### config.mk
export PLATFORM = sky130hd
export DESIGN_NAME = stopwatch_controller_flat
export DESIGN_NICKNAME = d
export VERILOG_FILES = /design/src/rtl/stopwatch_controller_if.sv /design/src/rtl/stopwatch_controller.sv /design/src/flat_wrapper.sv
export SDC_FILE = /design/constraint.sdc
export NUM_CORES = 1
export LEC_CHECK = 0
export CORE_MARGIN = 5
export CORE_UTILIZATION = 25
export CTS_CLUSTER_DIAMETER = 200
export DETAILED_ROUTE_END_ITERATION = 10
export HOLD_SLACK_MARGIN = 0.15
export SLEW_MARGIN = 20
export SYNTH_ARGS = -nofsm -noshare
export SYNTH_HDL_FRONTEND = slang
export SYNTH_SLANG_ARGS = --single-unit
export TNS_END_PERCENT = 20
### constraint.sdc
create_clock -name CLK_50M -period 2.4 [get_ports CLK_50M]
set_input_delay 0.36 -clock CLK_50M [delete_from_list [all_inputs] [get_ports CLK_50M]]
set_output_delay 0.36 -clock CLK_50M [all_outputs]
set_load 0.1 [all_outputs]
### src/rtl/stopwatch_controller_if.sv
// Signal bundle between the stopwatch control FSM and its surroundings
// (100 Hz divider, BCD counter chain, LED display latch, push-buttons).
interface stopwatch_controller_if;
    logic       tick_in;
    logic       at_max;
    logic       btn_start_stop;
    logic       btn_lap_clear;
    logic       tick_en;
    logic       clr;
    logic       hold;
    logic [1:0] state;

    // No valid/ready handshake: tick_in, tick_en and clr are one-cycle
    // strobes that are acted on in the cycle they are high.
    // hold and state are levels.
    modport master (
        input  tick_in,
        input  at_max,
        input  btn_start_stop,
        input  btn_lap_clear,
        output tick_en,
        output clr,
        output hold,
        output state
    );

    modport slave (
        output tick_in,
        output at_max,
        output btn_start_stop,
        output btn_lap_clear,
        input  tick_en,
        input  clr,
        input  hold,
        input  state
    );
endinterface

### src/rtl/stopwatch_controller.sv
// Stopwatch control FSM: synchronizes and debounces two buttons, gates the
// 100 Hz tick into the BCD chain, and drives clear and display lap-hold.
module stopwatch_controller #(
    parameter int DEBOUNCE_CYCLES = 500000
) (
    input  logic                   CLK_50M,
    input  logic                   RST_N,
    stopwatch_controller_if.master bus
);
    typedef enum logic [1:0] {
        S_IDLE = 2'b00,
        S_RUN  = 2'b01,
        S_LAP  = 2'b10,
        S_STOP = 2'b11
    } state_t;

    localparam int            CW       = $clog2(DEBOUNCE_CYCLES);
    localparam logic [CW-1:0] CNT_LAST = CW'(DEBOUNCE_CYCLES - 1);

    // Index 0 is start_stop, index 1 is lap_clear.
    logic [1:0]    btn_raw;
    logic [1:0]    sync1;
    logic [1:0]    sync2;
    logic [1:0]    deb;
    logic [1:0]    deb_d;
    logic [CW-1:0] cnt [2];
    logic [1:0]    press;

    state_t state_q;
    state_t state_d;
    logic   clr_d;
    logic   clr_q;
    logic   hold_q;
    logic   tick_en_q;
    logic   running;

    assign btn_raw = {bus.btn_lap_clear, bus.btn_start_stop};

    always_ff @(posedge CLK_50M) begin
        if (!RST_N) begin
            sync1 <= '0;
            sync2 <= '0;
            deb   <= '0;
            deb_d <= '0;
            for (int i = 0; i < 2; i++) cnt[i] <= '0;
        end else begin
            sync1 <= btn_raw;
            sync2 <= sync1;
            deb_d <= deb;
            // Level is accepted only after DEBOUNCE_CYCLES consecutive disagreeing samples.
            for (int i = 0; i < 2; i++) begin
                if (sync2[i] != deb[i]) begin
                    if (cnt[i] == CNT_LAST) begin
                        deb[i] <= ~deb[i];
                        cnt[i] <= '0;
                    end else begin
                        cnt[i] <= cnt[i] + CW'(1);
                    end
                end else begin
                    cnt[i] <= '0;
                end
            end
        end
    end

    assign press   = deb & ~deb_d;
    assign running = (state_q == S_RUN) || (state_q == S_LAP);

    always_comb begin
        state_d = state_q;
        clr_d   = 1'b0;
        case (state_q)
            S_IDLE: begin
                if (press[0]) begin
                    state_d = S_RUN;
                end else if (press[1]) begin
                    clr_d = 1'b1;
                end
            end
            S_RUN: begin
                // Saturation outranks both buttons so the count never wraps.
                if (bus.at_max || press[0]) begin
                    state_d = S_STOP;
                end else if (press[1]) begin
                    state_d = S_LAP;
                end
            end
            S_LAP: begin
                if (bus.at_max || press[0]) begin
                    state_d = S_STOP;
                end else if (press[1]) begin
                    state_d = S_RUN;
                end
            end
            S_STOP: begin
                if (press[0]) begin
                    state_d = S_RUN;
                end else if (press[1]) begin
                    state_d = S_IDLE;
                    clr_d   = 1'b1;
                end
            end
            default: state_d = S_IDLE;
        endcase
    end

    always_ff @(posedge CLK_50M) begin
        if (!RST_N) begin
            state_q   <= S_IDLE;
            clr_q     <= 1'b0;
            hold_q    <= 1'b0;
            tick_en_q <= 1'b0;
        end else begin
            state_q   <= state_d;
            clr_q     <= clr_d;
            hold_q    <= (state_d == S_LAP);
            tick_en_q <= bus.tick_in & running & ~bus.at_max;
        end
    end

    assign bus.state   = state_q;
    assign bus.clr     = clr_q;
    assign bus.hold    = hold_q;
    assign bus.tick_en = tick_en_q;
endmodule

### src/flat_wrapper.sv
// flat-port wrapper written by rule: the top's interface ports become plain ports
module stopwatch_controller_flat 
#(
    parameter int DEBOUNCE_CYCLES = 500000
)
  (CLK_50M, RST_N, bus_tick_in, bus_at_max, bus_btn_start_stop, bus_btn_lap_clear, bus_tick_en, bus_clr, bus_hold, bus_state);
  stopwatch_controller_if bus_i ();
  input  logic CLK_50M;
  input  logic RST_N;
  input wire logic [$bits(bus_i.tick_in)-1:0] bus_tick_in;
  input wire logic [$bits(bus_i.at_max)-1:0] bus_at_max;
  input wire logic [$bits(bus_i.btn_start_stop)-1:0] bus_btn_start_stop;
  input wire logic [$bits(bus_i.btn_lap_clear)-1:0] bus_btn_lap_clear;
  output wire logic [$bits(bus_i.tick_en)-1:0] bus_tick_en;
  output wire logic [$bits(bus_i.clr)-1:0] bus_clr;
  output wire logic [$bits(bus_i.hold)-1:0] bus_hold;
  output wire logic [$bits(bus_i.state)-1:0] bus_state;
  assign bus_i.tick_in = bus_tick_in;
  assign bus_i.at_max = bus_at_max;
  assign bus_i.btn_start_stop = bus_btn_start_stop;
  assign bus_i.btn_lap_clear = bus_btn_lap_clear;
  assign bus_tick_en = bus_i.tick_en;
  assign bus_clr = bus_i.clr;
  assign bus_hold = bus_i.hold;
  assign bus_state = bus_i.state;
  stopwatch_controller #(.DEBOUNCE_CYCLES(DEBOUNCE_CYCLES)) u_core (.CLK_50M(CLK_50M), .RST_N(RST_N), .bus(bus_i));
endmodule
======== Word-level counts from Yosys, hierarchy flattened ========
Memory sizes are Yosys's and may differ from the RTL's.
Cells that the tools add are included.
operators by class
  add/sub/neg operators ................... 2
  $mul .................................... 0
  div/mod/pow operators ................... 0
  order comparisons ....................... 0
  equal/unequal tests ..................... 8
  shift operators ......................... 0
  multiplexer cells ....................... 38
  bitwise operators ....................... 15
  reduce and logical (&&, ||, !) cells .... 7
operator list
  cell                                                                   count
  19-bit two-way mux                                                     6
  19-bit by 1-bit adder with 19-bit output, second input constant        2
  19-bit equality test, second input constant                            2
  1-bit two-way mux                                                      24
  2-bit two-way mux                                                      7
  2-bit case mux with 4 select lines                                     1
  2-bit equality test, second input constant                             3
  1-bit OR                                                               6
  1-bit NOT                                                              5
  2-bit AND reduction                                                    2
  3-bit OR reduction                                                     1
  1-bit bitwise AND                                                      2
  2-bit bitwise AND                                                      1
  2-bit by 1-bit equality test with 1-bit output, second input constant  1
  2-bit logical NOT                                                      1
  1-bit logical OR                                                       2
  1-bit != test                                                          2
  2-bit NOT                                                              1
  2-bit OR reduction                                                     1
word-level totals
  bits in registers ....................... 13
  bits in latches ......................... 0
  memory bits (writable) .................. 38
  bits in read-only memories .............. 0
  word-level logic and storage cells ...... 80
  memories kept ........................... 1
memory list
  memory      words  width  read ports  clocked after memory_dff  wr ports  line                        source
  u_core.cnt  2      19     2           0                         2         stopwatch_controller.sv:26  logic [CW-1:0] cnt [2];

======== Depth between registers and ports, before layout ========
  depth in word-level cells ............... 8
  depth in mapped cells ................... 6
  mapped depth without buffers ............ 5

======== Worst setup path before layout ========
No wires, ideal clock.
  kind .................................... register to register
  start point ............................. reg u_core.state_q[0], in the netlist u_core.bus.state[0]
  end point ............................... reg u_core.hold_q, in the netlist u_core.bus.hold
  arrival time ............................ 2.052 ns
  data required time ...................... 2.272 ns
  path slack .............................. 0.220 ns
  cell stages (with the launch flop) ...... 6
  cells stage by stage .................... dfxtp_1 -> inv_1 -> ha_1 -> or3_1 -> o211ai_1 -> a211oi_1
on the way
  cells in the longest elaborated chain, start to end .. 4
ends and longest elaborated chain
  item                                  line                                                                                source
  from (decl)                           stopwatch_controller.sv:29                                                          state_t state_q;
  from (signal assigned)                stopwatch_controller.sv:114                                                         state_q <= state_d;
  2-bit two-way mux (on tied branches)  stopwatch_controller.sv:98, stopwatch_controller.sv:84, stopwatch_controller.sv:91
  2-bit two-way mux (on tied branches)  stopwatch_controller.sv:96, stopwatch_controller.sv:82, stopwatch_controller.sv:89
  2-bit case mux with 4 select lines *  stopwatch_controller.sv:72                                                          case (state_q)
  2-bit equality test *                 stopwatch_controller.sv:116                                                         hold_q <= (state_d == S_LAP);
  to (signal assigned)                  stopwatch_controller.sv:116
  to (decl)                             stopwatch_controller.sv:33                                                          logic hold_q;
Mark *: on every way between the ends. The rest lies on a longest branch, timed or not.
A chain may end at the register's enable or synchronous reset.

==> impl_metrics.ini <==
[status]
status = complete, no violations

[critical_path]
start_kind = register
critical_path.max_fanout = 6
r2r-start = u_core.cnt[0][0]
rrSetupSlack_ns = 0.43
crit_slowest_cell = or4_1
cp_slowest_stage_delay_ns = 0.61
reg2reg_depth = 5
required_ns = 2.46
reg2reg_to = u_core.cnt[0][18]
path_cells = ha_1, nand3_1, or4_1, o21ai_0, a21oi_1
crit_family = simple AND/OR/NAND/NOR gates
worst-path-buf-inv = 0
cp.arrival_ns = 2.04
end_kind = register
criticalPathCategory = register to register

[clocking]
htreeDepth = 2
cts_buffers = 5
cts.repair.resized = 0
cts_tree = built
post-cts-setup-buffer-count = 0
clk_path_buf_depth = 2
cts.clk_slew.worst_paths_ns = 0.10
numClockSinks = 51
ctsHoldBuffers = 0
worstSkewPairLatency_ns = 0.31
cts_root_buffer = clkbuf_8

[route]
ant_nets = 0
drt_pre_antenna_iters = 4
vias = 1948
wirelength_um = 4710
drc = 0
wl_per_cell_um = 10.5
via_per_inst = 4.36
drtIter0Drc = 85

[grt]
grt_first_pass_wirelength_um = 8340
grt_overflow = 0
grt.total_usage_pct = 7.81
antenna_found_initial = 0
grt_max_degree = 20
grt_pass1_vias = 1887

[power_and_ir_drop]
swShare_pct = 30.4
pwr-share-seq_pct = 55.9
clockPowerShare_pct = 26.9
intPower_mw = 1.30
vdd_drop_max_v = 0.000319
power.share.combinational_pct = 17.2
p_sw_mw = 0.569
power_mw = 1.87
power.leakage_nw = 1.09
powerDensity_nw_per_um2 = 594

[final_layout]
final_cell_mix = 44 x nor2_1, 38 x edfxtp_1, 38 x conb_1
layout_commonest_cell = nor2_1
layout.cells.non_filler = 447
area_delta_synth_final_pct = 18.5
drive_gt1_share_pct = 6.75
fin_util_pct = 30.4
fin_nets = 322
antenna_cells = 0

[sta]
fin_tns_setup_ns = 0
setup_ws_ns = 0.430
setup_viol = 0
slew_headroom_pct = 64.4
min_period_over_period_pct = 82.1
tightestPinTransition_ns = 0.529
min_period_ns = 1.97
rsz0062_at_grt = false
hold_viol_final = 0
clock_skew_ns = 0.00547
fmaxAchievable_mhz = 508
drv_slew = 0

[logic_synthesis]
ys_async_sr_fraction_pct = 0
synth-edff-count = 38
yosys_most_used_dff = edfxtp_1
yosysWarnings = 0
synth_area_per_cell_um2 = 10.3
netlist_area_um2 = 2660
synthCells = 257
yosysSeqAreaShare_pct = 52.7
synth_cell_types = 42
synth-seq-cells = 51

[die]
dieArea_um2 = 12800
die_h_um = 113
num_io_pins = 11
core.rowCount = 37
start_util_pct = 25.6
core_area_um2 = 10400
die_x_um = 113

[min_path]
hp-start = u_core.sync1[1]
hold_class = register to register
min_to = u_core.sync2[1]
hold_depth = 1

[run]
cap_violations = 0

[placed_design]
placed_cells = 439
place_ws_ns = 0.447
place_congestion = 0.790
io_buffers = 10
hpwlAfterDp_um = 3440
[through the flow]
stage	area (um2)	hold WS [ns]
detailed placement	3060	0.429
finish	3150	0.443
global placement	3060	0.420
floorplan	2800	0.412
global route	3150	0.474
CTS	3150	0.451
[power by group through the flow]
stage / logic [mW] / clock network (mW) / registers [mW]
finish: 0.321 / 0.503 / 1.05
floorplan: 0.144 / 0 / 1.17
global placement: 0.316 / 0 / 1.06
CTS: 0.321 / 0.527 / 1.05
global route: 0.352 / 0.564 / 1.06
detailed placement: 0.320 / 0 / 1.07
[worst max-delay path by stage]
stage	startpoint	endpoint	slack [ns]	depth (start not counted)
2_1_floorplan	u_core.bus.state[0]	u_core.bus.hold	0.22	5
3_3_place_gp	u_core.cnt[0][0]	u_core.cnt[0][18]	0.49	5
3_5_place_dp	u_core.cnt[0][0]	u_core.cnt[0][18]	0.45	5
4_1_cts	u_core.cnt[0][0]	u_core.cnt[0][18]	0.44	5
5_1_grt	u_core.cnt[1][0]	u_core.cnt[1][18]	0.23	5
6_report	u_core.cnt[0][0]	u_core.cnt[0][18]	0.43	5
[per-layer routing]
metal,routed length [um],GRT usage [%],vias up
li1,-,-,1000
met1,2370,10.2,924
met2,2100,12.4,19
met3,173,2.35,5
met4,65,2.56,0
met5,0,0,-
[area by class of cell]
cell class / count / area, um2
fillers: 1091 / 7220
multi-input cells: 227 / 1330
inverters: 11 / 41.3
clock buffers: 5 / 68.8
clock inverters: 3 / 17.5
repair buffers: 14 / 118
well taps: 136 / 170
flip-flops and latches: 51 / 1400
[registers in the layout, indices dropped and copies added (netlist names)]
register and cells:
u_core.cnt 38, u_core.bus.state 2, u_core.deb 2, u_core.deb_d 2, u_core.sync1 2, u_core.sync2 2, u_core.bus.clr 1, u_core.bus.hold 1
u_core.bus.tick_en 1
[kinds of logic after synthesis]
kind of cell | count (synthesis) | synth area share (%)
simple gates | 131 | 26.4
other cells | 1 | 0.141
xor+xnor | 31 | 10.2
buf+inv | 16 | 2.35
mux | 2 | 0.800
compound gates | 19 | 4.52
fa+ha+maj | 6 | 2.82
flops | 51 | 52.7
[cells in the mapped netlist, drive strengths merged, types with 2 or more instances]
cell / number / area share [%]
buf: 2 / 0.38
o211ai: 2 / 0.56
nor4: 10 / 2.4
a21oi: 4 / 0.75
nor2: 44 / 6.2
edfxtp: 38 / 43
o21ai: 7 / 1.3
nand2b: 2 / 0.47
xor2: 7 / 2.3
dfxtp: 13 / 9.8
and3: 6 / 1.4
nor4b: 3 / 0.99
nand3: 12 / 2.3
or4: 2 / 0.71
xnor2: 24 / 7.9
nor3: 9 / 1.7
or3: 3 / 0.71
ha: 6 / 2.8
nand4: 14 / 3.9
and2: 7 / 1.6
nand2: 11 / 1.6
inv: 11 / 1.6
nor2b: 2 / 0.47
clkbuf: 3 / 0.42
Power figures use the tool's default switching activity.
